File: src/rtl/vc_channel_buffer_if.sv
// Router input-channel link bundle: upstream send/ready side and
// downstream send/ready side of one vc_channel_buffer.
interface vc_channel_buffer_if #(
  parameter int DATA_WIDTH = 64,
  parameter int NUM_VC     = 2
);
  logic                  si;
  logic [DATA_WIDTH-1:0] di;
  logic [NUM_VC-1:0]     ri;
  logic                  so;
  logic                  ro;
  logic [DATA_WIDTH-1:0] dout;

  modport slave (
    input  si,
    input  di,
    input  ro,
    output ri,
    output so,
    output dout
  );

  modport master (
    output si,
    output di,
    output ro,
    input  ri,
    input  so,
    input  dout
  );
endinterface

File: src/rtl/vc_channel_buffer.sv
// Per-port input channel: steers packets into per-VC FIFOs and drains
// one VC per cycle under a free-running rotating phase.
module vc_channel_buffer #(
  parameter int DATA_WIDTH   = 64,
  parameter int NUM_VC       = 2,
  parameter int VC_MSB       = 63,
  parameter int BUFFER_DEPTH = 1,
  parameter int HOP_INC      = 1,
  parameter int HOP_MSB      = 55,
  localparam int VC_W        = $clog2(NUM_VC)
) (
  input  logic            clk,
  input  logic            reset,
  output logic [VC_W-1:0] phase,
  output logic            ovf,
  vc_channel_buffer_if.slave bus
);

  localparam int PTR_W = (BUFFER_DEPTH > 1) ?
                         $clog2(BUFFER_DEPTH) : 1;
  localparam int CNT_W = $clog2(BUFFER_DEPTH + 1);
  localparam logic [CNT_W-1:0] DEPTH_C = CNT_W'(BUFFER_DEPTH);
  localparam logic [PTR_W-1:0] LAST_C  = PTR_W'(BUFFER_DEPTH - 1);

  logic [DATA_WIDTH-1:0] mem_q [NUM_VC][BUFFER_DEPTH];
  logic [PTR_W-1:0]      wr_q  [NUM_VC];
  logic [PTR_W-1:0]      wr_d  [NUM_VC];
  logic [PTR_W-1:0]      rd_q  [NUM_VC];
  logic [PTR_W-1:0]      rd_d  [NUM_VC];
  logic [CNT_W-1:0]      cnt_q [NUM_VC];
  logic [CNT_W-1:0]      cnt_d [NUM_VC];
  logic [VC_W-1:0]       phase_q, phase_d;
  logic                  ovf_q, ovf_d;

  logic [VC_W-1:0]       vc_in;
  logic [NUM_VC-1:0]     full;
  logic                  enq, drop, deq, so;
  logic [DATA_WIDTH-1:0] head, hop_pkt;
  logic [7:0]            hop;

  function automatic logic [PTR_W-1:0] nxt(
    input logic [PTR_W-1:0] p
  );
    return (p == LAST_C) ? '0 : p + PTR_W'(1);
  endfunction

  assign vc_in = bus.di[VC_MSB -: VC_W];

  always_comb begin
    full = '0;
    for (int v = 0; v < NUM_VC; v++)
      full[v] = (cnt_q[v] == DEPTH_C);
  end

  assign enq  = bus.si && !full[vc_in];
  assign drop = bus.si &&  full[vc_in];
  assign so   = (cnt_q[phase_q] != '0);
  assign deq  = so && bus.ro;

  assign head = mem_q[phase_q][rd_q[phase_q]];
  assign hop  = head[HOP_MSB -: 8];

  // Hop increment saturates so a looping packet never wraps to 0
  always_comb begin
    hop_pkt = head;
    if (HOP_INC != 0)
      hop_pkt[HOP_MSB -: 8] = (hop == 8'hFF) ? hop : hop + 8'd1;
  end

  always_comb begin
    phase_d = phase_q + VC_W'(1);
    ovf_d   = ovf_q | drop;
    for (int v = 0; v < NUM_VC; v++) begin
      wr_d[v]  = wr_q[v];
      rd_d[v]  = rd_q[v];
      cnt_d[v] = cnt_q[v];
      if (enq && vc_in == VC_W'(v))
        wr_d[v] = nxt(wr_q[v]);
      if (deq && phase_q == VC_W'(v))
        rd_d[v] = nxt(rd_q[v]);
      unique case (1'b1)
        (enq && vc_in == VC_W'(v)) &&
        !(deq && phase_q == VC_W'(v)):
          cnt_d[v] = cnt_q[v] + CNT_W'(1);
        (deq && phase_q == VC_W'(v)) &&
        !(enq && vc_in == VC_W'(v)):
          cnt_d[v] = cnt_q[v] - CNT_W'(1);
        default: cnt_d[v] = cnt_q[v];
      endcase
    end
  end

  always_ff @(posedge clk) begin
    if (!reset) begin
      phase_q <= '0;
      ovf_q   <= 1'b0;
      for (int v = 0; v < NUM_VC; v++) begin
        wr_q[v]  <= '0;
        rd_q[v]  <= '0;
        cnt_q[v] <= '0;
      end
    end else begin
      phase_q <= phase_d;
      ovf_q   <= ovf_d;
      for (int v = 0; v < NUM_VC; v++) begin
        wr_q[v]  <= wr_d[v];
        rd_q[v]  <= rd_d[v];
        cnt_q[v] <= cnt_d[v];
      end
    end
  end

  // Storage needs no reset: counts gate every read
  always_ff @(posedge clk) begin
    if (reset && enq)
      mem_q[vc_in][wr_q[vc_in]] <= bus.di;
  end

  assign phase    = phase_q;
  assign ovf      = ovf_q;
  assign bus.ri   = ~full;
  assign bus.so   = so;
  assign bus.dout = so ? hop_pkt : '0;

endmodule

File: src/flat_wrapper.sv
// flat-port wrapper written by rule: the top's interface ports become plain ports
module vc_channel_buffer_flat 
#(
  parameter int DATA_WIDTH   = 64,
  parameter int NUM_VC       = 2,
  parameter int VC_MSB       = 63,
  parameter int BUFFER_DEPTH = 1,
  parameter int HOP_INC      = 1,
  parameter int HOP_MSB      = 55,
  localparam int VC_W        = $clog2(NUM_VC)
)
  (clk, reset, phase, ovf, bus_si, bus_di, bus_ro, bus_ri, bus_so, bus_dout);
  vc_channel_buffer_if #(.DATA_WIDTH(DATA_WIDTH), .NUM_VC(NUM_VC)) bus_i ();
  input  logic clk;
  input  logic reset;
  output logic [VC_W-1:0] phase;
  output logic ovf;
  input wire logic [$bits(bus_i.si)-1:0] bus_si;
  input wire logic [$bits(bus_i.di)-1:0] bus_di;
  input wire logic [$bits(bus_i.ro)-1:0] bus_ro;
  output wire logic [$bits(bus_i.ri)-1:0] bus_ri;
  output wire logic [$bits(bus_i.so)-1:0] bus_so;
  output wire logic [$bits(bus_i.dout)-1:0] bus_dout;
  assign bus_i.si = bus_si;
  assign bus_i.di = bus_di;
  assign bus_i.ro = bus_ro;
  assign bus_ri = bus_i.ri;
  assign bus_so = bus_i.so;
  assign bus_dout = bus_i.dout;
  vc_channel_buffer #(.DATA_WIDTH(DATA_WIDTH), .NUM_VC(NUM_VC), .VC_MSB(VC_MSB), .BUFFER_DEPTH(BUFFER_DEPTH), .HOP_INC(HOP_INC), .HOP_MSB(HOP_MSB)) u_core (.clk(clk), .reset(reset), .phase(phase), .ovf(ovf), .bus(bus_i));
endmodule
File: config.mk
export PLATFORM = sky130hd
export DESIGN_NAME = vc_channel_buffer_flat
export DESIGN_NICKNAME = d
export VERILOG_FILES = /design/src/rtl/vc_channel_buffer_if.sv /design/src/rtl/vc_channel_buffer.sv /design/src/flat_wrapper.sv
export SDC_FILE = /design/constraint.sdc
export NUM_CORES = 1
export LEC_CHECK = 0
export CORE_UTILIZATION = 44
export DETAILED_ROUTE_END_ITERATION = 10
export GPL_TIMING_DRIVEN = 0
export PLACE_DENSITY = 0.84
export REMOVE_ABC_BUFFERS = 1
export SYNTH_ARGS = -nofsm -noshare
export SYNTH_HDL_FRONTEND = slang
export SYNTH_SLANG_ARGS = --single-unit
File: constraint.sdc
create_clock -name clk -period 6.65 [get_ports clk]
set_clock_uncertainty 0.1 [all_clocks]
set_input_delay 1.33 -clock clk [delete_from_list [all_inputs] [get_ports clk]]
set_output_delay 1.33 -clock clk [all_outputs]
set_load 0.005 [all_outputs]
# Word level (Yosys, flattened, before mapping)
# Memory sizes are Yosys's and may differ from the RTL's. A register that Yosys moved wholly into a read port is not among the register bits.
# Index checks and enable logic that the tools add are counted.
# word_totals
ff_bits,2
mem_count,4
ramBits,134
# classes
reduce_logical,18
muxes,29
n_bitwise,10
add_sub_neg,10
order_cmp,4
n_eq_ne,1
# mem_list
name,words,word_bits,read_ports,rd_clocked_by_memory_dff,write_ports,line_no,rtl
u_core.mem_q,2,64,1,1,1,vc_channel_buffer.sv:25,logic [DATA_WIDTH-1:0] mem_q [NUM_VC][BUFFER_DEPTH];
u_core.cnt_q,2,1,3,1,2,vc_channel_buffer.sv:30,logic [CNT_W-1:0] cnt_q [NUM_VC];
u_core.rd_q,2,1,3,1,2,vc_channel_buffer.sv:28,logic [PTR_W-1:0] rd_q [NUM_VC];
u_core.wr_q,2,1,3,0,2,vc_channel_buffer.sv:26,logic [PTR_W-1:0] wr_q [NUM_VC];
# op_table
cell,count
$mux 64,2
$mux 1,24
$logic_and 1x1->1,13
$add 8x1->8 const B,1
$eq 8x8->1 const B,1
$mux 8,1
$add 1x1->1 const B,7
$or 1x1->1,7
$logic_not 1->1,5
$pmux 1 s2,2
$lt 1x1->1 const B,2
$lt 1x2->1 const B,1
$not 1->1,2
$not 2->2,1
$sub 1x1->1 const B,2
$ge 1x1->1 const B,1

# Longest topological paths before layout
# Gate-level depths: netlist (run 1).
# logic_depth
depth_word,9
ltp_mapped,8

# Least setup slack after synthesis (run 1)
# No wires, ideal clock.
# synth_path
path_kind,input to register
start,input port reset
end,"memory u_core.mem_q[0][0] (netlist name), enable pin"
required_time_ns,5.986
path_buffers,0
setup_ns,0.564
stages,2
arrival_time_ns,5.732
path_slack_ns,0.253
path_cell_list,nand2_1 -> nor3_1
# synth_via
elab_chain_len,3
# synth_lines
item,line_no,rtl
start: declaration,flat_wrapper.sv:15,input logic reset;
$logic_and 1x1->1,vc_channel_buffer.sv:115,if (reset && enq)
$mux 1,vc_channel_buffer.sv:115,
$mux 1 (implied by the code),vc_channel_buffer.sv:116,mem_q[vc_in][wr_q[vc_in]] <= bus.di;
end: declaration,vc_channel_buffer.sv:25,
# No other way between the ends.

==> results.md, run 1 <==
* Yosys reg bits at approximately 130
* Post-route ant nets at 0
* Global-route usage over all layers at between 10% and 20%
* Area of placed instances at ~7000 um^2
* Hold depth at 1
* TritonCTS Sinks at 133
* Largest net degree at the start of global routing at 44
* Setup repair bufs after CTS at 0
* Slew Limit Headroom at 44.0%
* Wire length per cell at 16.6 um
* Worst Tran Pin Value at 0.823 ns
* Yosys warnings at 0
* Total power draw at 2.08 mW
* WP data arrival at roughly 3.4 ns
* Global-route wire length before repair at about 17000 um
* Clock Latency Late Sink at 0.40 ns
* CTS Hold Bufs at 0
* Commonest non-fill, non-tap cell in the layout: clkdlybuf4s50_1
* Number of diodes at 0
* Area grow syn2layout at 42.7%
* R2R cell count at 6
* Share of layout cells above drive strength 1 at 11.8%
* Setup-failing EPs final at 0
* Placer Congestion at 0.761
* Type of the worst min-delay path: flip-flop to flip-flop
* Vias per inst at 5.05
* Via count at between 3000 and 4000
* Fmax at 206 MHz
* Outcome: finished, violations left
* Endpoints failing hold at 0
* Cell variety after synth at 38
* CP endpoint kind: output pin
* Die Ht at 112 um
* HP Start: u_core.phase$_SDFF_PN0_
* Setup TNS at 0 ns
* VDD IR max at 0.000158 V
* Die Area at 12600 um^2
* Grt total ovfl at 0
* FF-to-FF End: u_core.cnt_q[1]$_SDFFE_PN0P_
* Max-cap viol count at 0
* Cell Rows at 39
* Core area at 11600 um^2
* Vias in the first global route at 3470
* CP Launch Type: flip-flop
* Power per cell area at ~270 nW/um^2
* Seq/Total Area, Yosys at 74.0%
* Unrepaired setup endpoints after global routing: false
* Placed cell count at 613
* CTS tree: yes
* Worst-path fanout max at 43
* Starting DRC count in detailed routing at 194
* H-tree depth at 4
* Syn Std Cell Area at 5330 um^2
* Slew Limit Fails at 0
* Non-filler instance count after layout at 645
* Critical path class: flip-flop to output pin
* Initial core utilization at 45.9%
* IO Port Bufs at between 100 and 150
* Required @ worst endpoint at 5.22 ns
* Clock Pin Slew Worst Setup and Hold Paths at roughly 0.050 ns
* Final Cell Area at 7610 um^2
* Antenna violations before repair at 0
* P_leak at 2.67 nW
* Die W at 112 um
* Fin nets at 558
* Avg Cell Area, Syn at 16.0 um^2
* Failing checks: DRC
* Root buffer cell: clkbuf_16
* I/O pin count at 137
* Post-route DRC at 6
* Period Utilization, post-route at 72.9%
* CTS resizes at 0
* Detailed-placement wirelength estimate at 7300 um
* Crit path time final at 4.85 ns
* Reg2Reg Setup Slack at 4.20 ns
* CTS buffer count at 17
* Pre-antenna DRT Iters at 9
* Worst hold margin at 0.394 ns
* Max Buffers Root-to-Sink at 2
* Most frequent cells in the layout: clkdlybuf4s50_1, edfxtp_1, mux2i_1
* Total Wirelength at 10700 um
* Synth Instances at 333
[cells in the mapped netlist, drive strengths merged]
| library cell | n | area, um^2 |
|---|---|---|
| nand3 | 5 | 25.0 |
| a311oi | 1 | 8.76 |
| nor3b | 2 | 15.0 |
| and4 | 1 | 8.76 |
| nor2b | 4 | 25.0 |
| or2 | 1 | 6.26 |
| a21o | 1 | 7.51 |
| nand3b | 3 | 22.5 |
| nor3 | 4 | 20.0 |
| a21oi | 7 | 38.8 |
| nand2 | 8 | 30.0 |
| mux2 | 6 | 67.6 |
| buf | 8 | 61.3 |
| xor2 | 1 | 8.76 |
| nor2 | 58 | 218 |
| nand4b | 2 | 32.5 |
| inv | 4 | 15.0 |
| and2 | 2 | 12.5 |
| nand4 | 2 | 18.8 |
| nand2b | 2 | 12.5 |
| o21ai | 2 | 10.0 |
| mux2i | 62 | 624 |
| xnor2 | 1 | 8.76 |
| ha | 1 | 12.5 |
| clkbuf | 6 | 22.5 |
| edfxtp | 128 | 3840 |
| dfxtp | 5 | 100 |
| a22oi | 2 | 20.0 |
| a21boi | 4 | 33.8 |
[sequential cells by signal, summed over array words and instances (netlist names), named ones only]
signal        cells
u_core.cnt_q      2
u_core.mem_q    128
u_core.ovf        1
u_core.phase      1
[how the worst max path moves through the flow]
stage               startpoint                            end  cells past startpoint
global placement    bus_di[63]  u_core.mem_q[1][36]$_DFFE_PP_                      3
floorplan                reset   u_core.mem_q[0][0]$_DFFE_PP_                      2
global route         flip-flop                   bus_dout[55]                      8
finish               flip-flop                   bus_dout[55]                      8
detailed placement   flip-flop                   bus_dout[55]                      8
CTS                  flip-flop                   bus_dout[55]                      8
[metrics by stage]
step | setup slack (ns) | util (%)
final | 1.80 | 65.5
after global routing | 1.57 | 65.5
after CTS | 1.76 | 65.5
after detailed placement | 2.21 | 60.6
after global placement | -2.71 | 58.4
after floorplan | 0.253 | -
[worst max-delay path, stage by stage (launching register included)]
cell and delay, ns:
dfxtp_4 0.74, buf_16 0.31, mux2_2 0.24, ha_1 0.25
nand4_1 0.17, a21boi_2 0.38, nor2_1 0.08, a311oi_1 0.27
clkdlybuf4s50_1 0.54
[logic make-up (layout without fill, tap and decap cells)]
logic type	after synthesis	after routing	synth area share [%]
compound gates	17	17	2.23
xor+xnor	2	2	0.329
fa+ha+maj	1	1	0.235
buf+inv	18	187	1.85
flops	133	133	74.0
mux	68	68	13.0
simple gates	94	94	8.38
[layout make-up]
| cell class | count | area, um^2 |
|---|---|---|
| Clock inverter | 4 | 45.0 |
| Inverter | 4 | 15.0 |
| Timing Repair Buffer | 151 | 1590 |
| Clock buffer | 28 | 527 |
| Fill cell | 835 | 4010 |
| Sequential cell | 133 | 3950 |
| Tap cell | 143 | 179 |
| Multi-Input combinational cell | 182 | 1310 |
[where the power goes]
part | internal (mW) | switching (mW) | total (mW)
sequential | 0.950 | 0.0173 | 0.968
combinational | 0.140 | 0.0948 | 0.235
clock | 0.572 | 0.309 | 0.882
[routing by layer]
layer / vias to the layer above / part of all wire, % / global-route usage (%)
met5: - / 0 / 0
met4: 0 / 1.4 / 7.47
met3: 17 / 5.2 / 5.29
met2: 101 / 52 / 31.4
met1: 1580 / 41 / 21.2
li1: 1561 / - / -
Note: power is estimated with default switching activity, not from simulation.
==> run 2: changes to the inputs <==
clock period = 4.2 ns   (was 6.65 ns; I/O delays follow)
==> results.md, run 2 (same netlist as run 1, synthesis figures left out) <==
* CP peak stage delay at 0.54 ns
* Clock Latency Late Sink at 0.40 ns
* CP Launch Type: flip-flop
* IO Port Bufs at 136
* Crit-path cells: buf_16, mux2_2, ha_1, nand4_1, a21boi_2, nor2_1, a311oi_1, clkdlybuf4s50_1
* Max Buffers Root-to-Sink at 2
* Slew Limit Headroom at 44.9%
* Starting DRC count in detailed routing at between 150 and 200
* Sw frac at 20.2%
* Required @ worst endpoint at 3.26 ns
* Total power draw at 3.30 mW
* Clock Power Share at 42.2%
* Vias in the first global route at 3491
* Placed cell count at about 600
* H-tree depth at 4
* Core Util, Final at 65.8%
* Hold depth at 1
* Core area at about 12000 um^2
* Worst-path fanout max at 43
* Combinational power share at 11.8%
* Reg2Reg Setup Slack at 1.84 ns
* TritonCTS Sinks at 133
* Placer Congestion at 0.761
* CP endpoint kind: output pin
* Post-route DRC at 6
* Largest net degree at the start of global routing at 44
* Via count at 3262
* Max reg flops at 128
* CTS buffer count at 17
* Unrepaired setup endpoints after global routing: false
* Worst Tran Pin Value at 0.810 ns
* Area grow syn2layout at 43.4%
* Period Utilization, post-route at 92.5%
* Most frequent cells in the layout: clkdlybuf4s50_1, edfxtp_1, mux2i_1
* Pre-antenna DRT Iters at 9
* Crit path time final at slightly below 4 ns
* CTS Hold Bufs at 0
* Die Ht at 112 um
* Critical Path Slowest Stage Cell: clkdlybuf4s50_1
* Failing checks: DRC
* Worst hold margin at 0.393 ns
* Root buffer cell: clkbuf_16
* WP data arrival at 2.94 ns
* Total Wirelength at 10900 um
* Part of the power in registers at 46.1%
* CP delay by family, top: buffers and inverters
* Vias per inst at about 5.0
* Wire length per cell at 16.8 um
* Clock Pin Slew Worst Setup and Hold Paths at approximately 0.050 ns
* Share of layout cells above drive strength 1 at 12.1%
* Buffers & Inverters on Critical Path at 2
* FF-to-FF End: u_core.cnt_q[1]$_SDFFE_PN0P_
* Grt total ovfl at 0
* I/O pin count at 137
* Max-cap viol count at 0
* Number of diodes at 0
* Post-route ant nets at 0
* CTS tree: yes
* Commonest non-fill, non-tap cell in the layout: clkdlybuf4s50_1
* P_int at roughly 2.6 mW
* Fmax at 257 MHz
* Global-route wire length before repair at roughly 17000 um
* Fin nets at 560
* Cell Rows at 39
* Endpoints failing hold at 0
* Global-route usage over all layers at 18.5%
* Non-filler instance count after layout at roughly 650
* Die W at 112 um
* HP Start: u_core.phase$_SDFF_PN0_
* Pre-CTS WS at 0.251 ns
* Critical path class: flip-flop to output pin
* Type of the worst min-delay path: flip-flop to flip-flop
* Initial core utilization at 45.9%
* Setup-failing EPs final at 0
* Outcome: finished, violations left
* Psw at 667 uW
* VDD IR max at between 0.0002 and 0.00025 V
* Final worst slack at 0.316 ns
* Antenna violations before repair at 0
* Die Area at 12600 um^2
* Power per cell area at ~430 nW/um^2
* R2R cell count at 7
* P_leak at between 2 and 3 nW
* Detailed-placement wirelength estimate at 7300 um
* Slew Limit Fails at 0
run 2: cell count changes in the layout (fill, tap and decap cells not counted):
cell    delta
buf_4      +1
buf_16     +1
run 2: power by group through the flow:
stage / combinational, mW / sequential (mW) / clock [mW]
after floorplan: 0.135 / 1.57 / 0
after global placement: 0.338 / 1.58 / 0
after detailed placement: 0.373 / 1.56 / 0
after CTS: 0.393 / 1.52 / 1.43
after global routing: 0.418 / 1.52 / 1.48
final: 0.388 / 1.52 / 1.39
run 2: final cells by class:
type                       instances  area (um^2)
clock buffer                      28          527
clock inverter                     4         45.0
fill                             830         3970
inverter                           4         15.0
multi-input combinational        182         1310
sequential                       133         3950
tap                              143          179
timing repair buffer             153         1620
run 2: worst reg2reg max path, delay by kind of cell, from the launching register on:
| family | cells | cell delay (ns) |
|---|---|---|
| XOR/XNOR | 1 | 0.07 |
| multiplexers | 1 | 0.77 |
| flip-flops | 1 | 0.36 |
| AND/OR/NAND/NOR | 2 | 0.26 |
| buffers and inverters | 3 | 0.68 |
run 2: what timing repair did:
item	in CTS	in global routing
setup endpoints to repair	8	0
buffers inserted	2	0
resized for setup	0	0
run 2: worst max-delay path by stage:
stage / startpoint / to / cells after the start
2_1_floorplan: reset / u_core.mem_q[0][0]$_DFFE_PP_ / 2
3_3_place_gp: bus_di[63] / u_core.mem_q[1][36]$_DFFE_PP_ / 3
3_5_place_dp: flip-flop / bus_dout[55] / 8
4_1_cts: flip-flop / bus_dout[55] / 8
5_1_grt: flip-flop / bus_dout[55] / 8
6_report: flip-flop / bus_dout[55] / 8
run 2: routing by layer:
metal	track usage [%]	vias up	share of wire, %
li1	-	1564	-
met1	21.8	1586	42
met2	32.0	102	52
met3	5.29	10	5.4
met4	7.38	0	0.94
met5	0	-	0
run 2: through the flow:
stage,instance area (um^2),setup TNS (ns)
final,7640,0
after global routing,7640,0
after CTS,7640,0
after detailed placement,7030,0
after global placement,6790,-821.65
after floorplan,5250,-290.11
==> run 3: changes to the inputs <==
CORE_UTILIZATION = 46   (was 44)
CTS_BUF_LIST = sky130_fd_sc_hd__clkbuf_8   (was unset)
PLACE_DENSITY = 0.87   (was 0.84)
==> results.md, run 3 (same netlist as run 1, synthesis figures left out) <==
* I/O pin count at approximately 140
* Placed cell count at 608
* CP Launch Type: flip-flop
* R2R cell count at 6
* Largest net degree at the start of global routing at 41
* Die Area at 12000 um^2
* Global-route wire length before repair at 16400 um
* IO Port Bufs at approximately 140
* Clock Latency Late Sink at 0.42 ns
* Max-cap viol count at 0
* Non-filler instance count after layout at around 640
* Slew Limit Headroom at 39.2%
* Via count at 3267
* Share of layout cells above drive strength 1 at 12.0%
* Critical path class: flip-flop to output pin
* Most frequent cells in the layout: clkdlybuf4s50_1, edfxtp_1, mux2i_1
* CP endpoint kind: output pin
* CTS tree: yes
* CTS Hold Bufs at 0
* Cell Rows at 38
* Outcome: finished clean
* FF-to-FF End: u_core.cnt_q[1]$_SDFFE_PN0P_
* Core Util, Final at 67.3%
* Area grow syn2layout at 39.9%
* Min-Delay Endpoint: u_core.phase$_SDFF_PN0_
* Die Ht at 110 um
* CTS buffer count at 17
* Vias in the first global route at 3377
* Initial core utilization at 48.1%
* Final worst slack at 0.365 ns
* Total power draw at roughly 3.1 mW
* Worst hold margin at slightly below 0.4 ns
* Setup-failing EPs final at 0
* Worst-path fanout max at 19
* Starting DRC count in detailed routing at approximately 210
* HP Start: u_core.phase$_SDFF_PN0_
* Clock Pin Slew Worst Setup and Hold Paths at 0.08 ns
* Power per cell area at just over 400 nW/um^2
* Post-route DRC at 0
* Detailed-placement wirelength estimate at 7370 um
* Wire length per cell at 16.7 um
* Die W at 110 um
* Pre-antenna DRT Iters at 4
* Reg2Reg Setup Slack at 2.01 ns
* Crit path time final at about 3.8 ns
* Root buffer cell: clkbuf_8
* WP data arrival at 2.90 ns
* H-tree depth at 4
* Hold depth at 1
* Pre-CTS WS at 0.575 ns
* Max Buffers Root-to-Sink at 2
* Max reg flops at 128
* Worst Tran Pin Value at 0.908 ns
* Total Wirelength at 10700 um
* Core area at 11100 um^2
* TritonCTS Sinks at 133
* Endpoints failing hold at 0
* Period Utilization, post-route at roughly nine tenths
* Global-route usage over all layers at a little under a fifth
* Unrepaired setup endpoints after global routing: false
* VDD IR max at 0.000265 V
* Grt total ovfl at 0
* Commonest non-fill, non-tap cell in the layout: clkdlybuf4s50_1
* Number of diodes at 0
* Type of the worst min-delay path: flip-flop to flip-flop
* Required @ worst endpoint at 3.26 ns
* Antenna violations before repair at 0
* P_leak at 2.60 nW
* Fin nets at 557
* Post-route ant nets at 0
* Vias per inst at 5.10
* Fmax at 261 MHz
* Placer Congestion at 0.845
* Slew Limit Fails at 0
[run 3: cell count changes in the layout (fill, tap and decap cells not counted), sizes merged]
cell,change
buf,-3
inv,+1
clkinv,+5
clkinvlp,+1
clkbuf,-11
bufinv,+4
[run 3: per-layer routing]
metal,routed length (um),global-route usage (%)
met5,0,0
met4,131,7.14
met3,510,5.51
met2,5760,33.7
met1,4340,20.8
[run 3: report_power, final]
part / total, mW / switching, mW / internal (mW)
Clock: 1.18 / 0.483 / 0.701
Sequential: 1.52 / 0.0211 / 1.50
Combinational: 0.379 / 0.157 / 0.221
Total: 3.09 / 0.662 / 2.42
[run 3: what timing repair did]
| action | CTS | global route |
|---|---|---|
| setup endpoints to repair | 0 | 5 |
| resized for setup | 0 | 0 |
| endpoints found under the hold margin | 0 | 0 |
| setup buffers | 0 | 1 |
[run 3: final cells by class]
type,instances,area (um^2)
sequential,133,3950
multi-input combinational,182,1310
timing repair buffer,150,1570
tap,140,175
clock inverter,15,210
fill,763,3620
inverter,4,15.0
clock buffer,17,234
[run 3: stage by stage]
step,TNS (ns),area [um^2]
after floorplan,-290.11,5250
after CTS,0,7440
after detailed placement,0,6990
final,0,7460
after global routing,0,7460
after global placement,-791.80,6780
[run 3: how the worst max path moves through the flow]
stage	start	endpoint	slack, ns	depth (start not counted)
floorplan	reset	u_core.mem_q[0][0]$_DFFE_PP_	-1.71	2
global placement	bus_di[63]	u_core.mem_q[1][13]$_DFFE_PP_	-4.51	3
detailed placement	flip-flop	bus_dout[51]	0.58	7
CTS	flip-flop	bus_dout[51]	0.09	7
global route	flip-flop	bus_dout[55]	0.18	7
finish	flip-flop	bus_dout[51]	0.36	7
[run 3: worst max-delay path, stage by stage, from the launching register on]
cell             delay, ns
dfxtp_4               0.54
mux2_2                0.25
ha_1                  0.24
nand4_1               0.16
a21boi_2              0.39
a22oi_1               0.16
mux2i_1               0.21
clkdlybuf4s50_1       0.53
